<file path="src/rtl/instruction_fifo_if.sv">
// Bundle of the strobe, data and status signals between the sequencer
// front end and the instruction FIFO.
interface instruction_fifo_if #(
    parameter int DEPTH = 8,
    parameter int WIDTH = 4
);
    localparam int CW = $clog2(DEPTH + 1);

    logic             we;
    logic             re;
    logic             del;
    logic [WIDTH-1:0] data_in;
    logic [WIDTH-1:0] data_out;
    logic             empty;
    logic             full;
    logic [CW-1:0]    count;
    logic             err;

    modport master (
        output we, re, del, data_in,
        input  data_out, empty, full, count, err
    );

    modport slave (
        input  we, re, del, data_in,
        output data_out, empty, full, count, err
    );
endinterface

</file>
<file path="src/rtl/instruction_fifo.sv">
// Circular instruction buffer with edge-qualified save, read and delete-last
// strobes; registered data_out/count/err, empty/full decoded from count.
module instruction_fifo #(
    parameter int DEPTH = 8,
    parameter int WIDTH = 4
) (
    input  logic              clk,
    input  logic              rst,
    instruction_fifo_if.slave bus
);
    localparam int AW = $clog2(DEPTH);
    localparam int CW = $clog2(DEPTH + 1);

    logic [WIDTH-1:0] mem_q [DEPTH];
    logic [AW-1:0]    wr_ptr_q, wr_ptr_d;
    logic [AW-1:0]    rd_ptr_q, rd_ptr_d;
    logic [CW-1:0]    count_q, count_d;
    logic [WIDTH-1:0] data_out_q, data_out_d;
    logic             err_q, err_d;
    logic             we_q, re_q, del_q;
    logic             we_p_s, re_p_s, del_p_s;
    logic             push_s, pop_s, drop_s;
    logic             empty_s, full_s;

    // Strobe qualification and arbitration between concurrent requests
    always_comb begin
        empty_s = (count_q == {CW{1'b0}});
        full_s  = (count_q == CW'(DEPTH));
        we_p_s  = bus.we  & ~we_q;
        re_p_s  = bus.re  & ~re_q;
        del_p_s = bus.del & ~del_q;
        pop_s   = re_p_s & ~empty_s;
        // A pop of the only entry wins over deleting it.
        drop_s  = del_p_s & ~empty_s & ~(re_p_s & (count_q == CW'(1'b1)));
        // Delete always wins over save; a concurrent pop frees the slot when full.
        push_s  = we_p_s & ~del_p_s & (~full_s | pop_s);
        err_d   = (we_p_s & ~push_s) | (re_p_s & ~pop_s) | (del_p_s & ~drop_s);
    end

    // Next-state for pointers, occupancy and the output register
    always_comb begin
        wr_ptr_d   = wr_ptr_q;
        rd_ptr_d   = rd_ptr_q;
        data_out_d = data_out_q;
        count_d    = count_q + CW'(push_s) - CW'(pop_s) - CW'(drop_s);
        if (push_s) begin
            wr_ptr_d = wr_ptr_q + AW'(1'b1);
        end else if (drop_s) begin
            wr_ptr_d = wr_ptr_q - AW'(1'b1);
        end else begin
            wr_ptr_d = wr_ptr_q;
        end
        if (pop_s) begin
            rd_ptr_d   = rd_ptr_q + AW'(1'b1);
            data_out_d = mem_q[rd_ptr_q];
        end else begin
            rd_ptr_d   = rd_ptr_q;
            data_out_d = data_out_q;
        end
    end

    // Control and status registers
    always_ff @(posedge clk or negedge rst) begin
        if (!rst) begin
            wr_ptr_q   <= {AW{1'b0}};
            rd_ptr_q   <= {AW{1'b0}};
            count_q    <= {CW{1'b0}};
            data_out_q <= {WIDTH{1'b0}};
            err_q      <= 1'b0;
            we_q       <= 1'b0;
            re_q       <= 1'b0;
            del_q      <= 1'b0;
        end else begin
            wr_ptr_q   <= wr_ptr_d;
            rd_ptr_q   <= rd_ptr_d;
            count_q    <= count_d;
            data_out_q <= data_out_d;
            err_q      <= err_d;
            we_q       <= bus.we;
            re_q       <= bus.re;
            del_q      <= bus.del;
        end
    end

    // Instruction storage; contents are never reset
    always_ff @(posedge clk) begin
        if (push_s) begin
            mem_q[wr_ptr_q] <= bus.data_in;
        end
    end

    assign bus.data_out = data_out_q;
    assign bus.count    = count_q;
    assign bus.err      = err_q;
    assign bus.empty    = empty_s;
    assign bus.full     = full_s;
endmodule

</file>
<file path="src/flat_wrapper.sv">
// flat-port wrapper written by rule: the top's interface ports become plain ports
module instruction_fifo_flat 
#(
    parameter int DEPTH = 8,
    parameter int WIDTH = 4
)
  (clk, rst, bus_we, bus_re, bus_del, bus_data_in, bus_data_out, bus_empty, bus_full, bus_count, bus_err);
  instruction_fifo_if #(.DEPTH(DEPTH), .WIDTH(WIDTH)) bus_i ();
  input  logic clk;
  input  logic rst;
  input wire logic [$bits(bus_i.we)-1:0] bus_we;
  input wire logic [$bits(bus_i.re)-1:0] bus_re;
  input wire logic [$bits(bus_i.del)-1:0] bus_del;
  input wire logic [$bits(bus_i.data_in)-1:0] bus_data_in;
  output wire logic [$bits(bus_i.data_out)-1:0] bus_data_out;
  output wire logic [$bits(bus_i.empty)-1:0] bus_empty;
  output wire logic [$bits(bus_i.full)-1:0] bus_full;
  output wire logic [$bits(bus_i.count)-1:0] bus_count;
  output wire logic [$bits(bus_i.err)-1:0] bus_err;
  assign bus_i.we = bus_we;
  assign bus_i.re = bus_re;
  assign bus_i.del = bus_del;
  assign bus_i.data_in = bus_data_in;
  assign bus_data_out = bus_i.data_out;
  assign bus_empty = bus_i.empty;
  assign bus_full = bus_i.full;
  assign bus_count = bus_i.count;
  assign bus_err = bus_i.err;
  instruction_fifo #(.DEPTH(DEPTH), .WIDTH(WIDTH)) u_core (.clk(clk), .rst(rst), .bus(bus_i));
endmodule
</file>
<file path="config.mk">
export PLATFORM = sky130hd
export DESIGN_NAME = instruction_fifo_flat
export DESIGN_NICKNAME = d
export VERILOG_FILES = /design/src/rtl/instruction_fifo_if.sv /design/src/rtl/instruction_fifo.sv /design/src/flat_wrapper.sv
export SDC_FILE = /design/constraint.sdc
export NUM_CORES = 1
export LEC_CHECK = 0
export ABC_AREA = 1
export BUFFER_PORTS_ARGS = -buffer_cell sky130_fd_sc_hd__buf_4
export CORE_ASPECT_RATIO = 1.25
export CORE_MARGIN = 10
export CORE_UTILIZATION = 55
export CTS_CLUSTER_SIZE = 16
export DETAILED_ROUTE_END_ITERATION = 7
export HOLD_SLACK_MARGIN = 0.15
export PLACE_DENSITY = 0.79
export SETUP_SLACK_MARGIN = 0.15
export SYNTH_ARGS = -nofsm -noshare
export SYNTH_HDL_FRONTEND = slang
export SYNTH_SLANG_ARGS = --single-unit
</file>
<file path="constraint.sdc">
create_clock -name clk -period 5.8 [get_ports clk]
set_input_delay 1.45 -clock clk [delete_from_list [all_inputs] [get_ports clk]]
set_output_delay 1.45 -clock clk [all_outputs]
set_load 0.005 [all_outputs]
</file>
==> results_dict.tcl <==
set metrics [dict create \
    status "finished, final reports clean" \
    die_y_um 91.8 \
    power_switching_mw 0.403 \
    cts_root_buffer "clkbuf_8" \
    pre_cts_slack_ps 2170 \
    tightest_slew_ps 600 \
    drt_iter0_drc 106 \
    irDropWorstVdd_mv 0.251 \
    yosysUniqueCellTypes 21 \
    drive_above_1_share_pct 21.5 \
    fin_ws_ps 2490 \
    worstSetupPathType "in2reg" \
    fmax_ghz 0.302 \
    maxSlewHeadroom_pct 60.0 \
    cts_max_level 2 \
    hp-class "reg2reg" \
    multi_input_comb_area_um2 738 \
    place_area_um2 2440 \
    internal-power_mw 0.692 \
    gp_congestion 0.808 \
    period_share_pct 57.1 \
    clk_pin_slew_ps 80 \
    cp.arrival_ps 3500 \
    syn_area_um2 2270 \
    ctsResizeCount 0 \
    syn_nets 224 \
    post_cts_buffers 0 \
    fillerInstances 356 \
    p_seq_share_pct 48.0 \
    ctsHoldBuffers 0 \
    setup_violations 0 \
    routed_via_density 5.01 \
    grt_pass1_vias 1463 \
    slew_violations 0 \
    io_buffer_count 19 \
    critPathCaptureType "flip-flop" \
    clock_path_buffers 2 \
    initial_core_util_pct 56.3 \
    drtPass1Iterations 4 \
    core_area_um2 4030 \
    die_w_um 77.5 \
    cts.sink_count 50 \
    power_leakage_nw 1.08 \
    cts_tree "built" \
    hold_viol_final 0 \
    syn-mean-instance-area_um2 11.0 \
    grt_usage_pct 10.9 \
    antenna_found_initial 0 \
    drcViolationCount 0 \
    swShare_pct 36.8 \
    die_area_um2 7120 \
    drt.antenna.violating_nets 0 \
    cap_violations 0 \
    final_common_cell "nand2_1" \
    rows 26 \
    register_area_um2 1410 \
    insertion_delay_ps 290 \
    grt_pass1_wl_mm 6.33 \
    fin_worst_skew_ps 3.75 \
    finalSetupTns_ps 0 \
    synthCells 206 \
    place_inst 276 \
    place_hpwl_mm 2.90 \
    stdcell_count 284 \
    rsz0062_at_grt "no" \
    crit_required_ps 5990 \
    comb_power_share_pct 35.0 \
    via_count 1422 \
    cp_max_fo 13 \
    totalWireLength_mm 3.78 \
    fin_crit_ps 3310 \
    wl_per_cell_um 13.3 \
    grt_max_degree 19 \
    gr-total-overflow 0 \
    ys_seq_elements 50 \
    final_cell_area_um2 2530 \
    cts_buffers 5 \
    pwr-share-clk_pct 17.0 \
    ys_seq_area_share_pct 62.1 \
    mostFrequentLayoutCells "nand2_1, edfxtp_1, nor2_1" \
    diodes 0 \
    yosys_warnings 0 \
    startpoint_type "input pin" \
    nets 245 \
    ioPinCount 20 \
    powerDensity_nw_per_um2 433 \
    area_growth_pct 11.2 \
]
-- metal layers --
layer  GRT usage, %  wire (um)  part of all wire (%)
met1           11.4       1560                    41
met2           19.9       2060                    55
met3           2.73        106                   2.8
met4           5.18         51                   1.4
met5              0          0                     0
-- flip-flops by register name, indices dropped and copies added (netlist names) --
register and cells:
u_core.mem_q 32, u_core.we_q 1, u_core.bus.count 4, u_core.bus.data_out 4
u_core.del_q 1, u_core.wr_ptr_q 3, u_core.re_q 1, u_core.rd_ptr_q 3
u_core.bus.err 1
-- cell type report --
class	instances	area share (%)
flip-flops and latches	50	55.9
multi-input cells	129	29.2
repair buffers	19	5.65
inverters	22	3.27
clock buffers	6	2.87
well taps	56	2.77
clock inverters	2	0.347
-- critical path, cell delays in order --
cell     delay (ps)
buf_4           110
inv_1            40
nor2_1           60
nor2_1          210
nand2_4         170
fa_1            530
inv_1            50
ha_1            170
ha_1            190
fa_1            380
xnor2_1         130
-- final timing paths --
| kind | cells after the start | slack, ps | start | endpoint |
|---|---|---|---|---|
| setup / recovery | 11 | 2490 | bus_del | u_core.bus.count[3] |
| hold / removal | 2 | 480 | u_core.bus.data_out[1] | u_core.bus.data_out[1] |
| setup reg to reg | 13 | 3030 | u_core.bus.count[2] | u_core.bus.count[3] |
| hold reg to reg | 2 | 480 | u_core.bus.data_out[1] | u_core.bus.data_out[1] |
| max in group asynchronous | 1 | 4600 | rst | u_core.wr_ptr_q[0] |
| min in group asynchronous | 1 | 1000 | rst | u_core.bus.data_out[3] |
-- power by group through the flow --
stage | clock (mW) | combinational (mW) | sequential [mW]
floorplan | 0 | 0.300 | 0.500
global placement | 0 | 0.377 | 0.532
detailed placement | 0 | 0.390 | 0.533
CTS | 0.191 | 0.393 | 0.526
global route | 0.209 | 0.441 | 0.538
finish | 0.186 | 0.384 | 0.525
-- synth_stat cells (all sizes together) --
cell / instances / area share [%]
nand3: 18 / 4.0
nor2: 29 / 5.0
nand2: 46 / 9.0
edfxtp: 32 / 42
fa: 3 / 2.6
nor3: 8 / 3.5
ha: 6 / 3.3
o21ai: 15 / 3.3
xor2: 2 / 0.77
dfrtp: 18 / 20
nor3b: 1 / 0.55
inv: 22 / 3.6
buf: 5 / 1.7
xnor2: 1 / 0.39
-- metrics by stage --
stage	utilization, %	hold slack [ps]	total power [mW]
after global routing	62.6	525	1.19
final	62.6	484	1.10
after CTS	62.6	492	1.11
after floorplan	-	473	0.800
after global placement	60.6	468	0.909
after detailed placement	60.6	472	0.923
-- cell families (layout without fill, tap and decap cells) --
group	count (synthesis)	in the layout	synth area share, %
compound gates	15	15	3.31
xor+xnor	3	3	1.16
fa+ha+maj	9	9	5.95
buf+inv	27	49	5.34
flops	50	50	62.1
simple gates	102	102	22.1
(Power assumes the default switching activity.)
